## src/rtl/bp_pkg.sv

```systemverilog
// ---------------------------------------------------------------------------
// bp_pkg
// Shared types and helper functions for the branch predictor table.
//   cnt_reset(cntW)   : weakly-not-taken reset value for a cntW-bit counter
//   sat_inc/sat_dec   : saturating step of a counter value
//   idx_of(pc, idxW)  : word-aligned table index slice pc[idxW+1:2]
// Helpers operate on maximum-width containers so they can serve every
// legal parameterisation; callers size-cast the result to their own width.
// ---------------------------------------------------------------------------
package bp_pkg;

    localparam int unsigned CNT_MAX_W = 4;
    localparam int unsigned IDX_MAX_W = 8;
    localparam int unsigned PC_MAX_W  = 64;

    typedef logic [CNT_MAX_W-1:0] cnt_t;
    typedef logic [IDX_MAX_W-1:0] idx_t;
    typedef logic [PC_MAX_W-1:0]  pc_t;

    function automatic cnt_t cnt_reset(input int unsigned cntW);
        return cnt_t'((32'd1 << (cntW - 32'd1)) - 32'd1);
    endfunction

    function automatic cnt_t sat_inc(input cnt_t c, input int unsigned cntW);
        int unsigned lim;
        lim = (32'd1 << cntW) - 32'd1;
        if ({28'd0, c} >= lim) begin
            return c;
        end
        return c + cnt_t'(1);
    endfunction

    function automatic cnt_t sat_dec(input cnt_t c, input int unsigned cntW);
        if (c == '0 || cntW == 0) begin
            return c;
        end
        return c - cnt_t'(1);
    endfunction

    function automatic idx_t idx_of(input pc_t pc, input int unsigned idxW);
        idx_t mask;
        mask = idx_t'((32'd1 << idxW) - 32'd1);
        return idx_t'(pc >> 2) & mask;
    endfunction

endpackage

```

## src/rtl/bp_table_if.sv

```systemverilog
// ---------------------------------------------------------------------------
// bp_table_if
// Request/prediction/update bundle between fetch, resolve and the predictor.
//   req_valid, req_pc            : prediction request from fetch
//   pred_valid, pred_taken,
//   pred_idx                     : registered prediction back to fetch
//   upd_valid, upd_idx, upd_taken: resolved outcome from execute
//   perf_mispred                 : saturating mispredict count
// master = fetch/execute side, slave = the predictor table.
// ---------------------------------------------------------------------------
interface bp_table_if #(
    parameter int unsigned PC_W   = 32,
    parameter int unsigned IDX_W  = 4,
    parameter int unsigned PERF_W = 16
);

    logic              req_valid;
    logic [PC_W-1:0]   req_pc;
    logic              pred_valid;
    logic              pred_taken;
    logic [IDX_W-1:0]  pred_idx;
    logic              upd_valid;
    logic [IDX_W-1:0]  upd_idx;
    logic              upd_taken;
    logic [PERF_W-1:0] perf_mispred;

    modport master (
        output req_valid, req_pc, upd_valid, upd_idx, upd_taken,
        input  pred_valid, pred_taken, pred_idx, perf_mispred
    );

    modport slave (
        input  req_valid, req_pc, upd_valid, upd_idx, upd_taken,
        output pred_valid, pred_taken, pred_idx, perf_mispred
    );

endinterface

```

## src/rtl/bp_sat_ctr.sv

```systemverilog
// ---------------------------------------------------------------------------
// bp_sat_ctr
// One CNT_W-bit saturating counter, reset to weakly-not-taken.
//   clk, rst_n : clock, asynchronous active-low reset
//   inc_i      : step up (saturates at all-ones)
//   dec_i      : step down (saturates at zero); ignored when inc_i is high
//   cnt_o      : current counter value
//   msb_o      : counter MSB, i.e. the taken prediction
// ---------------------------------------------------------------------------
module bp_sat_ctr
    import bp_pkg::*;
#(
    parameter int unsigned CNT_W = 2
) (
    input  logic             clk,
    input  logic             rst_n,
    input  logic             inc_i,
    input  logic             dec_i,
    output logic [CNT_W-1:0] cnt_o,
    output logic             msb_o
);

    logic [CNT_W-1:0] cnt_q;
    logic [CNT_W-1:0] cnt_d;

    // Next counter value; the package helpers clamp at both ends.
    always_comb begin
        cnt_d = cnt_q;
        if (inc_i) begin
            cnt_d = CNT_W'(sat_inc(cnt_t'(cnt_q), CNT_W));
        end else if (dec_i) begin
            cnt_d = CNT_W'(sat_dec(cnt_t'(cnt_q), CNT_W));
        end
    end

    // Counter register.
    always_ff @(posedge clk or negedge rst_n) begin
        if (!rst_n) begin
            cnt_q <= CNT_W'(cnt_reset(CNT_W));
        end else begin
            cnt_q <= cnt_d;
        end
    end

    assign cnt_o = cnt_q;
    assign msb_o = cnt_q[CNT_W-1];

endmodule

```

## src/rtl/bp_table.sv

```systemverilog
// ---------------------------------------------------------------------------
// bp_table
// Table of 2^IDX_W saturating counters indexed by the branch PC, with a
// 1-cycle registered prediction, same-cycle outcome update and a saturating
// mispredict counter.
//   clk, rst_n : clock, asynchronous active-low reset
//   bus        : bp_table_if.slave (request, prediction, update, perf)
// Optional feature, macro BP_GSHARE_EN: the request index is XORed with a
// global history register of HIST_W outcome bits (gshare). Without it the
// table is purely bimodal and HIST_W only takes part in the config check.
// ---------------------------------------------------------------------------
module bp_table
    import bp_pkg::*;
#(
    parameter int unsigned PC_W   = 32,
    parameter int unsigned IDX_W  = 4,
    parameter int unsigned CNT_W  = 2,
    parameter int unsigned HIST_W = 4,
    parameter int unsigned PERF_W = 16
) (
    input logic        clk,
    input logic        rst_n,
    bp_table_if.slave  bus
);

    localparam int unsigned DEPTH = 1 << IDX_W;

    // Reject parameterisations the index/counter helpers cannot represent.
    if (IDX_W < 1 || IDX_W > IDX_MAX_W || CNT_W < 1 || CNT_W > CNT_MAX_W ||
        HIST_W < 1 || HIST_W > IDX_W || PC_W < IDX_W + 2 || PC_W > PC_MAX_W ||
        PERF_W < 1) begin : g_bad_cfg
        $error("bp_table: illegal parameter combination");
    end

    logic [CNT_W-1:0] ctrVal [DEPTH];
    logic [DEPTH-1:0] ctrMsb;
    logic [DEPTH-1:0] ctrInc;
    logic [DEPTH-1:0] ctrDec;

    logic [IDX_W-1:0]  pcIdx;
    logic [IDX_W-1:0]  reqIdx;
    logic [CNT_W-1:0]  updCur;
    logic [CNT_W-1:0]  updPost;
    logic              bypass;
    logic              mispred;

    logic              predValid_q, predValid_d;
    logic              predTaken_q, predTaken_d;
    logic [IDX_W-1:0]  predIdx_q,   predIdx_d;
    logic [PERF_W-1:0] perf_q,      perf_d;

    // Counter array; each entry steps only when the update targets it.
    for (genvar i = 0; i < DEPTH; i++) begin : g_ctr
        assign ctrInc[i] = bus.upd_valid &&  bus.upd_taken && (bus.upd_idx == IDX_W'(i));
        assign ctrDec[i] = bus.upd_valid && !bus.upd_taken && (bus.upd_idx == IDX_W'(i));

        bp_sat_ctr #(.CNT_W(CNT_W)) u_ctr (
            .clk   (clk),
            .rst_n (rst_n),
            .inc_i (ctrInc[i]),
            .dec_i (ctrDec[i]),
            .cnt_o (ctrVal[i]),
            .msb_o (ctrMsb[i])
        );
    end

    assign pcIdx = IDX_W'(idx_of(pc_t'(bus.req_pc), IDX_W));

`ifdef BP_GSHARE_EN
    logic [HIST_W-1:0] ghr_q, ghr_d;

    // History shifts in each resolved outcome; requests never touch it.
    always_comb begin
        ghr_d = ghr_q;
        if (bus.upd_valid) begin
            ghr_d = HIST_W'({ghr_q, bus.upd_taken});
        end
    end

    always_ff @(posedge clk or negedge rst_n) begin
        if (!rst_n) begin
            ghr_q <= '0;
        end else begin
            ghr_q <= ghr_d;
        end
    end

    assign reqIdx = pcIdx ^ IDX_W'(ghr_q);
`else
    assign reqIdx = pcIdx;
`endif

    // Post-update value of the counter being trained, so that a request to
    // the same index in the same cycle sees the trained value.
    assign updCur  = ctrVal[bus.upd_idx];
    assign updPost = bus.upd_taken ? CNT_W'(sat_inc(cnt_t'(updCur), CNT_W))
                                   : CNT_W'(sat_dec(cnt_t'(updCur), CNT_W));
    assign bypass  = bus.upd_valid && (bus.upd_idx == reqIdx);
    assign mispred = bus.upd_valid && (bus.upd_taken != ctrMsb[bus.upd_idx]);

    // Prediction and perf-counter next state; taken/idx hold when idle.
    always_comb begin
        predValid_d = bus.req_valid;
        predTaken_d = predTaken_q;
        predIdx_d   = predIdx_q;
        perf_d      = perf_q;
        if (bus.req_valid) begin
            predTaken_d = bypass ? updPost[CNT_W-1] : ctrMsb[reqIdx];
            predIdx_d   = reqIdx;
        end
        if (mispred && perf_q != '1) begin
            perf_d = perf_q + PERF_W'(1);
        end
    end

    // Output and perf registers.
    always_ff @(posedge clk or negedge rst_n) begin
        if (!rst_n) begin
            predValid_q <= 1'b0;
            predTaken_q <= 1'b0;
            predIdx_q   <= '0;
            perf_q      <= '0;
        end else begin
            predValid_q <= predValid_d;
            predTaken_q <= predTaken_d;
            predIdx_q   <= predIdx_d;
            perf_q      <= perf_d;
        end
    end

    assign bus.pred_valid   = predValid_q;
    assign bus.pred_taken   = predTaken_q;
    assign bus.pred_idx     = predIdx_q;
    assign bus.perf_mispred = perf_q;

endmodule

```

## src/flat_wrapper.sv

```systemverilog
// flat-port wrapper written by rule: the top's interface ports become plain ports
module bp_table_flat import bp_pkg::*;
#(
    parameter int unsigned PC_W   = 32,
    parameter int unsigned IDX_W  = 4,
    parameter int unsigned CNT_W  = 2,
    parameter int unsigned HIST_W = 4,
    parameter int unsigned PERF_W = 16
)
  (clk, rst_n, bus_req_valid, bus_req_pc, bus_upd_valid, bus_upd_idx, bus_upd_taken, bus_pred_valid, bus_pred_taken, bus_pred_idx, bus_perf_mispred);
  bp_table_if #(.PC_W(PC_W), .IDX_W(IDX_W), .PERF_W(PERF_W)) bus_i ();
  input logic clk;
  input logic rst_n;
  input wire logic [$bits(bus_i.req_valid)-1:0] bus_req_valid;
  input wire logic [$bits(bus_i.req_pc)-1:0] bus_req_pc;
  input wire logic [$bits(bus_i.upd_valid)-1:0] bus_upd_valid;
  input wire logic [$bits(bus_i.upd_idx)-1:0] bus_upd_idx;
  input wire logic [$bits(bus_i.upd_taken)-1:0] bus_upd_taken;
  output wire logic [$bits(bus_i.pred_valid)-1:0] bus_pred_valid;
  output wire logic [$bits(bus_i.pred_taken)-1:0] bus_pred_taken;
  output wire logic [$bits(bus_i.pred_idx)-1:0] bus_pred_idx;
  output wire logic [$bits(bus_i.perf_mispred)-1:0] bus_perf_mispred;
  assign bus_i.req_valid = bus_req_valid;
  assign bus_i.req_pc = bus_req_pc;
  assign bus_i.upd_valid = bus_upd_valid;
  assign bus_i.upd_idx = bus_upd_idx;
  assign bus_i.upd_taken = bus_upd_taken;
  assign bus_pred_valid = bus_i.pred_valid;
  assign bus_pred_taken = bus_i.pred_taken;
  assign bus_pred_idx = bus_i.pred_idx;
  assign bus_perf_mispred = bus_i.perf_mispred;
  bp_table #(.PC_W(PC_W), .IDX_W(IDX_W), .CNT_W(CNT_W), .HIST_W(HIST_W), .PERF_W(PERF_W)) u_core (.clk(clk), .rst_n(rst_n), .bus(bus_i));
endmodule
```

## config.mk

```make
export PLATFORM = sky130hd
export DESIGN_NAME = bp_table_flat
export DESIGN_NICKNAME = d
export VERILOG_FILES = /design/src/rtl/bp_pkg.sv /design/src/rtl/bp_table_if.sv /design/src/rtl/bp_sat_ctr.sv /design/src/rtl/bp_table.sv /design/src/flat_wrapper.sv
export SDC_FILE = /design/constraint.sdc
export NUM_CORES = 1
export LEC_CHECK = 0
export BUFFER_PORTS_ARGS = -buffer_cell sky130_fd_sc_hd__buf_4
export CORE_UTILIZATION = 30
export CTS_CLUSTER_SIZE = 16
export DETAILED_ROUTE_END_ITERATION = 16
export PLACE_DENSITY = 0.58
export SLEW_MARGIN = 20
export SYNTH_ARGS = -nofsm -noshare
export SYNTH_HDL_FRONTEND = slang
export SYNTH_SLANG_ARGS = --single-unit
```

## constraint.sdc

```tcl
create_clock -name clk -period 1.9 [get_ports clk]
set_input_delay 0.095 -clock clk [delete_from_list [all_inputs] [get_ports clk]]
set_output_delay 0.095 -clock clk [all_outputs]
set_load 0.01 [all_outputs]
```

After elaboration in Yosys (flattened, before gate mapping)

Index checks and enable logic that the tools add are counted.
W data, S select, Z words.

Magnitude comparators: 20
Eq/ne operators: 50
Bitwise logic cells: 1
Divide/modulo/power cells: 0
Multiplexer cells: 159
Reduce and logical (&&, ||, !) cells: 88
Multiply operators: 0
Shift-type cells: 0
Add/subtract/negate cells: 35

Operators by type and width:

| kind                    | number |
|---|---|
| $mux W2                 | 71 |
| $ne A3 B3 Y1 const B    | 32 |
| $mux W1                 | 85 |
| $reduce_and A3 Y1       | 16 |
| $logic_and A1 B1 Y1     | 37 |
| $add A2 B1 Y2 const B   | 17 |
| $ge A2 B2 Y1 const B    | 17 |
| $logic_not A2 Y1        | 17 |
| $sub A2 B1 Y2 const B   | 17 |
| $eq A4 B4 Y1 const B    | 8 |
| $reduce_bool A2 Y1      | 16 |
| $add A16 B1 Y16 const B | 1 |
| $eq A4 B3 Y1 const B    | 4 |
| $ne A16 B16 Y1 const B  | 1 |
| $lt A4 B5 Y1 const B    | 2 |
| $bmux W1 S4             | 2 |
| $bmux W2 S4             | 1 |
| $eq A4 B2 Y1 const B    | 2 |
| $ge A5 B5 Y1 const B    | 1 |
| $not A4 Y5              | 1 |
| $eq A4 B1 Y1 const B    | 1 |
| $eq A4 B4 Y1            | 1 |
| $logic_not A4 Y1        | 1 |
| $logic_not A1 Y1        | 1 |
| $ne A1 B1 Y1            | 1 |

Logic and storage cells: 373
Flip-flop bits (word level): 54
Memory bits (writable): 0
Bits in latches: 0
Memory bits (read-only): 0
Memories kept: 0
Output and inout bits: 22

Depth between registers and ports, before layout

Gate-level depths: netlist of run 1.

Depth in word-level cells: 9
Gate-level depth with buffers: 8

Modules after synthesis

Synthesis of run 1 repeated with hierarchy kept, for this count alone.

Cell total of the unflattened synthesis: 354
Area, all modules: 3418.3 um^2

Modules (own cells, without submodules):

| module     | area an instance (um^2) | seq. area each (um^2) | times used | cells each |
|---|---|---|---|---|
| bp_table   | 1836.8                  | 550.5                 | 1          | 178 |
| bp_sat_ctr | 98.8                    | 51.3                  | 16         | 11 |

Least setup slack after synthesis of run 1

OpenSTA, ideal clock, no wires.

Kind: reg2reg
From: register u_core.g_ctr[2].u_ctr.cnt_q[1]
To: register u_core.perf_q[3], in the netlist u_core.bus.perf_mispred[3]
Arrival time: 1993 ps
Clock period less this slack: 2121 ps
Buffers on the path: 0
Library setup time: 127 ps
Stages on the path, launching flop included: 7
Setup slack: -221 ps
Cell sequence: dfrtp_1 > mux4_1 > mux2i_1 > mux2i_2 > xnor2_2 > or4b_1 > xnor2_1

Longest elaborated chain between the ends: 5

RTL lines:

| what                          | line             | source |
|---|---|---|
| from (decl)                   | bp_sat_ctr.sv:23 | `logic [CNT_W-1:0] cnt_q;` |
| from (signal assigned)        | bp_sat_ctr.sv:39 | `cnt_q <= CNT_W'(cnt_reset(CNT_W));` |
| from (signal assigned)        | bp_sat_ctr.sv:41 | `cnt_q <= cnt_d;` |
| $bmux W1 S4                   | bp_table.sv:99   | `assign mispred = bus.upd_valid && (bus.upd_taken != ctrMsb[bus.upd_idx]);` |
| $mux W1 (implied by the code) | bp_table.sv:99   |  |
| $ne A1 B1 Y1                  | bp_table.sv:99   |  |
| $logic_and A1 B1 Y1           | bp_table.sv:99   |  |
| $logic_and A1 B1 Y1           | bp_table.sv:111  | `if (mispred && perf_q != '1) begin` |
| to (signal assigned)          | bp_table.sv:127  | `perf_q <= perf_d;` |
| to (decl)                     | bp_table.sv:50   | `logic [PERF_W-1:0] perf_q, perf_d;` |

No other way between the ends. The select of a mux whose other input is x is not followed.
A chain may end at the register's enable or synchronous reset.

Worst setup path in the final report of run 1

From: register u_core.g_ctr[15].u_ctr.cnt_q[1]
To: register u_core.perf_q[15], in the netlist u_core.bus.perf_mispred[15]

Longest elaborated chain between the ends: 5

RTL lines:

| what                          | line |
|---|---|
| from (decl)                   | bp_sat_ctr.sv:23 |
| from (signal assigned)        | bp_sat_ctr.sv:39 |
| from (signal assigned)        | bp_sat_ctr.sv:41 |
| $bmux W1 S4                   | bp_table.sv:99 |
| $mux W1 (implied by the code) | bp_table.sv:99 |
| $ne A1 B1 Y1                  | bp_table.sv:99 |
| $logic_and A1 B1 Y1           | bp_table.sv:99 |
| $logic_and A1 B1 Y1           | bp_table.sv:111 |

No other way between the ends. The select of a mux whose other input is x is not followed.

==> flow_summary.toml, run 1 <==
[setup_path]
start_kind = "register"
end_kind = "register"
reg2reg_to = "u_core.bus.perf_mispred[15]"
cp_max_fo = 6
crit_arrival_ps = 2420
critPathKind = "reg2reg"
crit_required_ps = 2110
reg2reg_depth = 7
critPathLaunch = "u_core.g_ctr[15].u_ctr.cnt_o[1]"
r2r-start = "u_core.g_ctr[15].u_ctr.cnt_o[1]"
critPathCapture = "u_core.bus.perf_mispred[15]"
reg2reg_slack_ps = -310

[floorplan]
initial_core_util = 0.307
rows = 37
die_h_um = 104
pin_count = 63
core_area_um2 = 10200
die_area_um2 = 10900
die_w_um = 104

[power]
comb_power_share = 0.280
internal_power_mw = 2.19
power.density_nw_per_um2 = 718
ir_drop_uv = 349
p_seq_frac = 0.452
p_sw_frac = 0.283
p_clk_frac = 0.267
power.leakage_nw = 1.82
p_switching_mw = 0.867

[clocking]
cts_tree = "done"
numClockSinks = 54
htreeDepth = 2
clock_latency_ps = 320
clk_path_buf_depth = 2
clk_pin_slew_worst_paths_ps = 100
root_buffer = "clkbuf_8"
cts_buffers = 5

[placement]
io_buffer_count = 34
dpl.hpwl_um = 5720
finalWeightedCongestion = 0.794
dpl_cell_area_um2 = 3890

[yosys]
synth-main-ff-cell = "dfrtp_1"
synth-edff-count = 0
ys_ff_latch = 54
ys_warn_count = 0
synth_compound_area_frac = 0.131
yosysSeqAreaShare = 0.436
synth_top_family_by_area = "multiplexers"
synth_area_um2 = 3140
syn_nets = 356
synthCells = 314
synthArstFlopShare = 1.00
yosys.area_share.simple = 0.157
ys_types = 46
synth_fa_ha_area_frac = 0.00716
synth_mux_area_frac = 0.168
syn_area_per_cell_um2 = 10.0
synthXorXnorAreaFrac = 0.0581

[global_route]
grt_pass1_vias = 2646
grt_pass1_wl_um = 13500
gr-total-overflow = 0
grt_usage = 0.155
grt_max_degree = 55
antenna_found_initial = 0

[worst_hold_path]
hold_class = "in2reg"
whs_path_depth = 2

[sta]
whs_ps = 46.8
rsz0062_at_grt = "true"
fin_ws_ps = -310
finalMaxSlewViolations = 0
tightest_slew_ps = 696
setup_viol_count_final = 17
report.final.hold_viol_count = 0
fmax_mhz = 452
min_period_over_period = 1.16
layout_min_cycle_time_ps = 2210
maxSlewHeadroom = 0.536
clock_skew_ps = 10.6

[outcome]
violations = "negative setup slack"
status = "finished with violations"

[routing]
dr.pass1.iters = 4
avgViaCountPerCell = 5.01
drt_iter0_markers = 170
antenna_left = 0
drt_wl_total_um = 7870
drcViolationCount = 0
num_vias = 2687
wl_per_cell_um = 14.7

[final_layout]
fin_area_um2 = 4260
drive_above_1_share = 0.378
fin_nets = 441
num_antenna_cells = 0
nFillCells = 965
area_delta_synth_final_pct = 35.6

[run]
maxCapViolations = 0
==> per-stage QoR <==
stage	cells	utilization	worst slack [ps]	power (mW)	setup TNS [ps]
after floorplan	314	-	-142	1.82	-1030
after global routing	536	0.417	-355	3.23	-4170
after detailed placement	517	0.380	-469	2.21	-6560
after global placement	517	0.380	-414	2.20	-5720
after CTS	534	0.409	-292	3.08	-3860
final	536	0.417	-310	3.06	-3380
==> registers in the layout (all words and copies together), names as in the netlist <==
name,flops
u_core.g_ctr.u_ctr.cnt_o,32
u_core.bus.perf_mispred,16
u_core.bus.pred_valid,1
u_core.bus.pred_taken,1
u_core.bus.pred_idx,4
==> worst min path at each step <==
stage	startpoint	endpoint	slack (ps)
floorplan	rst_n	u_core.bus.perf_mispred[0]	-200
global placement	rst_n	u_core.bus.perf_mispred[8]	190
detailed placement	rst_n	u_core.bus.perf_mispred[10]	200
CTS	bus_req_pc[5]	u_core.bus.pred_idx[3]	40
global route	bus_req_pc[5]	u_core.bus.pred_idx[3]	40
finish	bus_req_pc[5]	u_core.bus.pred_idx[3]	50
==> power by group through the flow <==
stage                     clock (mW)  sequential [mW]  combinational, mW
after global routing           0.895             1.40              0.932
after floorplan                    0             1.46              0.360
after CTS                      0.851             1.38              0.848
after detailed placement           0             1.41              0.806
after global placement             0             1.40              0.800
final                          0.819             1.38              0.858
==> layout by cell type (no fill, tap or decap), drive strengths merged, types with 3 or more instances in the layout <==
cell type  synthesis  routed
a21oi             29      29
and3               3       3
buf                5      90
clkbuf            10       7
dfrtp             38      38
dfstp             16      16
inv               16      16
mux2               5       5
mux2i             14      14
mux4              14      14
nand2             29      29
nand3             11      11
nor2              22      22
nor3               6       6
nor4               6       6
o211ai             3       3
o21ai             40      40
or3                3       3
xnor2              6       7
xor2              14      14
==> critical path, stage by stage (launching register included) <==
cell,delay [ps]
dfrtp_1,410
mux4_2,510
mux2i_4,180
mux2i_4,140
buf_12,150
xnor2_4,280
and4bb_2,290
xor2_1,140
==> synth_stat cells, drive strengths merged, types with 2 or more instances <==
library cell | number | area, um^2
nand2 | 29 | 109
nor4 | 6 | 43.8
and3 | 3 | 18.8
inv | 16 | 60.1
a21oi | 29 | 145
buf | 5 | 38.8
dfstp | 16 | 420
o211ai | 3 | 22.5
nor2 | 22 | 82.6
mux2 | 5 | 56.3
or3 | 3 | 18.8
nand2b | 2 | 12.5
nor3 | 6 | 30.0
mux2i | 14 | 144
xor2 | 14 | 123
and4bb | 2 | 25.0
xnor2 | 6 | 60.1
mux4 | 14 | 327
nand4 | 2 | 12.5
clkbuf | 10 | 37.5
nor2b | 2 | 12.5
nand3 | 11 | 55.1
dfrtp | 38 | 951
a31oi | 2 | 12.5
and4 | 2 | 17.5
o21ai | 40 | 200
==> final cells by class <==
| cell class | instances | area, um^2 | share of cell area |
|---|---|---|---|
| clock buffer | 7 | 86.3 | 0.0202 |
| inverter | 16 | 60.1 | 0.0141 |
| tap | 136 | 170 | 0.0399 |
| sequential | 54 | 1370 | 0.322 |
| multi-input combinational | 230 | 1810 | 0.425 |
| timing repair buffer | 92 | 736 | 0.173 |
| clock inverter | 1 | 30.0 | 0.00704 |
==> routing by layer <==
metal | routed length [um] | GRT usage | vias up
li1 | - | - | 1306
met1 | 3580 | 0.209 | 1311
met3 | 355 | 0.0244 | 12
met5 | 0 | 0 | -
met2 | 3810 | 0.257 | 58
met4 | 124 | 0.0459 | 0
==> timing repair <==
| action | CTS | global route |
|---|---|---|
| hold endpoints to repair | 39 | 0 |
| hold buffers | 2 | 0 |
| cloned | 1 | 0 |
| pin swaps | 6 | 16 |
| endpoints found under the setup margin | 17 | 17 |
| buffers inserted | 6 | 2 |
| resized for setup | 12 | 10 |
==> logic make-up (layout without fill, tap and decap cells) <==
kind of cell	Yosys count	in the layout
AOI/OAI and AO/OA	78	78
xor gates and xnor gates	20	21
adders and majority gates	2	2
buffers and inverters	31	116
DFF	54	54
muxes	33	33
and+or+nand+nor	96	96
Note: power is estimated with default switching activity, not from simulation.
==> inputs of run 2 (changes only) <==
--- a/config.mk
+++ b/config.mk
@@ -6,10 +6,11 @@
 export NUM_CORES = 1
 export LEC_CHECK = 0
 export BUFFER_PORTS_ARGS = -buffer_cell sky130_fd_sc_hd__buf_4
+export CORE_ASPECT_RATIO = 0.7
 export CORE_UTILIZATION = 30
 export CTS_CLUSTER_SIZE = 16
 export DETAILED_ROUTE_END_ITERATION = 16
-export PLACE_DENSITY = 0.58
+export PLACE_DENSITY = 0.6
 export SLEW_MARGIN = 20
 export SYNTH_ARGS = -nofsm -noshare
 export SYNTH_HDL_FRONTEND = slang
==> flow_summary.toml, run 2 (same netlist as run 1, synthesis figures left out) <==
[outcome]
status = "finished with violations"
violations = "negative setup slack"

[final_layout]
fin_util = 0.426
layout_common_cells = "84 x buf_4, 40 x o21ai_0, 38 x dfrtp_1"
mostFrequentLayoutCell = "buf_4"
num_antenna_cells = 0
area_delta_synth_final_pct = 34.8
largest_reg_flops = 32
fin_nets = 436
drive_above_1_share = 0.382

[power]
power.leakage_nw = 1.81
ir_drop_uv = 347
power.density_nw_per_um2 = 766

[setup_path]
cp_common_cell = "mux2i_4"
critPathLaunch = "u_core.g_ctr[2].u_ctr.cnt_o[1]"
cpMaxStageDelayCell = "or4b_4"
critPathKind = "reg2reg"
crit_arrival_ps = 2370
cpPeakStageDelay_ps = 510
crit_chain = "mux4_2, mux2i_4, mux2i_4, xnor2_4, or4b_4, xnor2_2"
r2r-start = "u_core.g_ctr[2].u_ctr.cnt_o[1]"
cp_max_fo = 5
cp_top_family = "multiplexers"
crit_required_ps = 2080
worst-path-buf-inv = 0
start_kind = "register"
end_kind = "register"

[floorplan]
rows = 30
die_w_um = 124
die_h_um = 87.7
core_area_um2 = 9950
die_area_um2 = 10900
pin_count = 63
initial_core_util = 0.316

[routing]
dr.pass1.iters = 4
wl_per_cell_um = 16.8
num_vias = 2747
avgViaCountPerCell = 5.25
drt_wl_total_um = 8800
antenna_left = 0
drt_iter0_markers = 172
drcViolationCount = 0

[sta]
fmax_mhz = 457
clock_skew_ps = 10.7
min_period_over_period = 1.15
whs_ps = 68.4
tightest_slew_ps = 713
layout_min_cycle_time_ps = 2190
maxSlewHeadroom = 0.524
fin_ws_ps = -290
rsz0062_at_grt = "true"
finalMaxSlewViolations = 0
setup_viol_count_final = 17
report.final.hold_viol_count = 0

[clocking]
root_buffer = "clkbuf_16"
cts_tree = "done"
clk_pin_slew_worst_paths_ps = 80
htreeDepth = 2
clock_latency_ps = 300
cts_buffers = 5
numClockSinks = 54
clk_path_buf_depth = 2

[global_route]
grt_max_degree = 58
gr-total-overflow = 0
antenna_found_initial = 0
grt_usage = 0.166
grt_pass1_wl_um = 13900
grt_pass1_vias = 2584

[placement]
io_buffer_count = 34
finalWeightedCongestion = 0.844
dpl.hpwl_um = 6220

[run]
maxCapViolations = 0

[worst_hold_path]
hp-start = "bus_req_pc[5]"
hold_class = "in2reg"
## run 2: changes by cell type in the layout (fill, tap and decap cells not counted), sizes merged
cell / before / now
buf: 90 / 85
bufinv: 1 / 0
clkbuf: 7 / 6
clkinvlp: 0 / 1
inv: 16 / 17
## run 2: through the flow
| stage | instances | setup TNS (ps) | instance area [um^2] | setup slack, ps | power, mW |
|---|---|---|---|---|---|
| after floorplan | 314 | -1030 | 3160 | -142 | 1.82 |
| after global placement | 507 | -4820 | 3850 | -349 | 2.19 |
| after detailed placement | 507 | -5880 | 3850 | -411 | 2.21 |
| after CTS | 520 | -2940 | 4110 | -272 | 3.23 |
| after global routing | 523 | -4410 | 4240 | -324 | 3.42 |
| final | 523 | -3390 | 4240 | -290 | 3.25 |
## run 2: final timing paths
check                           slack (ps)  cells past startpoint                         endpoint
worst max-delay path                  -290                      6       u_core.bus.perf_mispred[3]
max in group asynchronous             1040                      2  u_core.g_ctr[15].u_ctr.cnt_o[1]
min in group asynchronous              370                      2            u_core.bus.pred_valid
worst min register to register         500                      1       u_core.bus.perf_mispred[5]
worst min-delay path                    70                      2           u_core.bus.pred_idx[3]
worst max register to register        -290                      6       u_core.bus.perf_mispred[3]
## run 2: layer usage
metal | GRT usage | up-vias | share of wire
li1 | - | 1302 | -
met3 | 0.0428 | 5 | 0.074
met5 | 0 | - | 0
met4 | 0.0361 | 0 | 0.0059
met2 | 0.236 | 101 | 0.42
met1 | 0.252 | 1339 | 0.50
## run 2: where the power goes
part	switching (mW)	internal, mW
clock network	0.451	0.531
registers	0.0721	1.32
logic	0.434	0.440
total	0.957	2.29
## run 2: cell type report
class | count | area [um^2]
flip-flops and latches | 54 | 1370
fillers | 947 | 5710
clock buffers | 6 | 139
clock inverters | 2 | 16.3
multi-input cells | 230 | 1830
inverters | 16 | 60.1
repair buffers | 87 | 662
well taps | 128 | 160
## run 2: timing repair
item | CTS | global route
buffers inserted | 3 | 2
cloned | 0 | 1
hold buffers | 2 | 0
endpoints found under the setup margin | 17 | 17
resized for setup | 8 | 14
endpoints found under the hold margin | 39 | 0
pin swaps | 3 | 7
## run 2: worst reg2reg max path: cells and delay by family, from the launching register on
family                    cells  cell delay (ps)
xor gates and xnor gates      2              330
DFF                           1              410
and+or+nand+nor               1              510
muxes                         3              820
==> inputs of run 3 (changes only) <==
--- a/config.mk
+++ b/config.mk
@@ -5,6 +5,7 @@
 export SDC_FILE = /design/constraint.sdc
 export NUM_CORES = 1
 export LEC_CHECK = 0
+export ABC_AREA = 1
 export BUFFER_PORTS_ARGS = -buffer_cell sky130_fd_sc_hd__buf_4
 export CORE_ASPECT_RATIO = 0.7
 export CORE_UTILIZATION = 30
==> flow_summary.toml, run 3 <==
[placement]
place_ws_ps = -216
dpl_cell_area_um2 = 3930
dp.cells = 677
finalWeightedCongestion = 0.861
io_buffer_count = 34
dpl.hpwl_um = 6700

[floorplan]
pin_count = 63
die_h_um = 91.1
rows = 32
die_w_um = 129
core_area_um2 = 11000
die_area_um2 = 11800
initial_core_util = 0.309

[power]
comb_power_share = 0.289
p_clk_frac = 0.258
p_switching_mw = 1.24
power.density_nw_per_um2 = 884
p_sw_frac = 0.340
ir_drop_uv = 425
p_seq_frac = 0.452
power.leakage_nw = 1.99
internal_power_mw = 2.41

[yosys]
yosysSeqAreaShare = 0.403
syn_nets = 525
synth_area_um2 = 3400
synth-main-ff-cell = "dfrtp_1"
ys_types = 33
yosys.area.top_type = "dfrtp_1"
syn_area_per_cell_um2 = 7.04
ys_ff_latch = 54
synth.area.top_cells = "dfrtp_1 28%, nand2_1 16%, dfstp_2 12%"
synthCells = 483
yosysMostFrequentCell = "nand2_1"
synth-edff-count = 0
synthTopCellsByCount = "147 x nand2_1, 54 x inv_1, 48 x o21ai_0"
synthArstFlopShare = 1.00
ys_warn_count = 0
synth_top_area_share = 0.280

[sta]
report.final.hold_viol_count = 0
min_period_over_period = 0.878
tns_ps = 0
fin_ws_ps = 231
layout_min_cycle_time_ps = 1670
rsz0062_at_grt = "false"
finalMaxSlewViolations = 0
maxSlewHeadroom = 0.524
whs_ps = 169
tightest_slew_ps = 714
fmax_mhz = 599
clock_skew_ps = 4.77
setup_viol_count_final = 0

[worst_hold_path]
min_to = "u_core.bus.pred_idx[2]"
whs_path_depth = 3
hold_class = "in2reg"
hp-start = "bus_req_pc[4]"

[clocking]
root_buffer = "clkbuf_16"
clock_latency_ps = 300
cts_buffers = 5
clk_pin_slew_worst_paths_ps = 70
numClockSinks = 54
clk_path_buf_depth = 2
cts_tree = "done"
htreeDepth = 2

[routing]
avgViaCountPerCell = 4.94
dr.pass1.iters = 5
num_vias = 3409
drt_wl_total_um = 9400
drcViolationCount = 0
antenna_left = 0
drt_iter0_markers = 289
wl_per_cell_um = 13.6

[setup_path]
crit_arrival_ps = 1900
reg2reg_depth = 11
start_kind = "register"
reg2reg_to = "u_core.bus.perf_mispred[13]"
critPathKind = "reg2reg"
end_kind = "register"
crit_required_ps = 2130
reg2reg_slack_ps = 230
r2r-start = "u_core.g_ctr[5].u_ctr.cnt_o[1]"
cp_max_fo = 18

[run]
maxCapViolations = 0

[final_layout]
mostFrequentLayoutCell = "nand2_1"
drive_above_1_share = 0.181
largest_reg_flops = 32
finalNonFillerCells = 690
multi_input_area_um2 = 1730
area_delta_synth_final_pct = 21.4
fin_nets = 578
layout_common_cells = "147 x nand2_1, 60 x buf_4, 54 x inv_1"
fin_area_um2 = 4130
num_antenna_cells = 0
seq_area_um2 = 1370
nFillCells = 1141

[outcome]
status = "finished, final reports clean"

[global_route]
gr-total-overflow = 0
grt_pass1_vias = 3252
grt_max_degree = 55
grt_usage = 0.170
antenna_found_initial = 0
grt_pass1_wl_um = 15900
==> run 3: power by group through the flow <==
stage	registers [mW]	clock network, mW	logic (mW)
finish	1.65	0.943	1.06
global route	1.68	1.01	1.20
CTS	1.64	0.957	1.05
detailed placement	1.66	0	1.04
global placement	1.65	0	1.00
floorplan	1.67	0	0.603
==> run 3: kinds of logic (layout without fill, tap and decap cells) <==
kind of cell    count (synthesis)  in the layout  share of synthesized area
compound gates                 95             95                      0.159
xor+xnor                       13             13                     0.0335
fa+ha+maj                       1              1                    0.00368
buf+inv                        74            128                     0.0898
flops                          54             54                      0.403
simple gates                  246            246                      0.311
==> run 3: through the flow <==
step | total power, mW | util
CTS | 3.65 | 0.373
detailed placement | 2.70 | 0.357
global route | 3.89 | 0.375
floorplan | 2.27 | -
global placement | 2.65 | 0.357
finish | 3.65 | 0.375
==> run 3: area by class of cell <==
| type | instances | area share |
|---|---|---|
| multi-input combinational | 355 | 0.419 |
| sequential | 54 | 0.332 |
| timing repair buffer | 62 | 0.114 |
| inverter | 58 | 0.0527 |
| tap | 153 | 0.0464 |
| clock buffer | 7 | 0.0346 |
| clock inverter | 1 | 0.00121 |
==> run 3: what timing repair did <==
item	CTS	global route
gates resized for setup	1	0
setup endpoints to repair	16	16
pin swaps	0	1
endpoints found under the hold margin	39	0
setup buffers	0	3
cloned	0	0
hold buffers	2	0
==> run 3: worst max-delay path by stage <==
| stage | startpoint | end | slack, ps |
|---|---|---|---|
| floorplan | u_core.bus.perf_mispred[0] | u_core.bus.perf_mispred[2] | 120 |
| global placement | u_core.bus.perf_mispred[0] | u_core.bus.perf_mispred[2] | -140 |
| detailed placement | u_core.bus.perf_mispred[0] | u_core.bus.perf_mispred[8] | -220 |
| CTS | u_core.bus.perf_mispred[0] | u_core.bus.perf_mispred[8] | 40 |
| global route | u_core.g_ctr[7].u_ctr.cnt_o[1] | u_core.bus.perf_mispred[1] | 60 |
| finish | u_core.g_ctr[5].u_ctr.cnt_o[1] | u_core.bus.perf_mispred[13] | 230 |
==> run 3: worst max-delay path, cell delays in order (launching register included) <==
cell and delay, ps:
dfrtp_1 440, nand2_1 90, nand2_1 60, nand2_1 50, nand2_1 50, nand2_1 100
nand2_2 90, nor2_2 170, nand2_4 170, nand3_4 230, nand2_1 80, nand2_1 70
==> run 3: layer usage <==
layer / GRT usage / up-vias / share of wire / routed length, um
met4: 0.0549 / 0 / 0.016 / 147
li1: - / 1686 / - / -
met2: 0.261 / 95 / 0.44 / 4120
met1: 0.242 / 1614 / 0.50 / 4680
met5: 0 / - / 0 / 0
met3: 0.0283 / 14 / 0.049 / 460
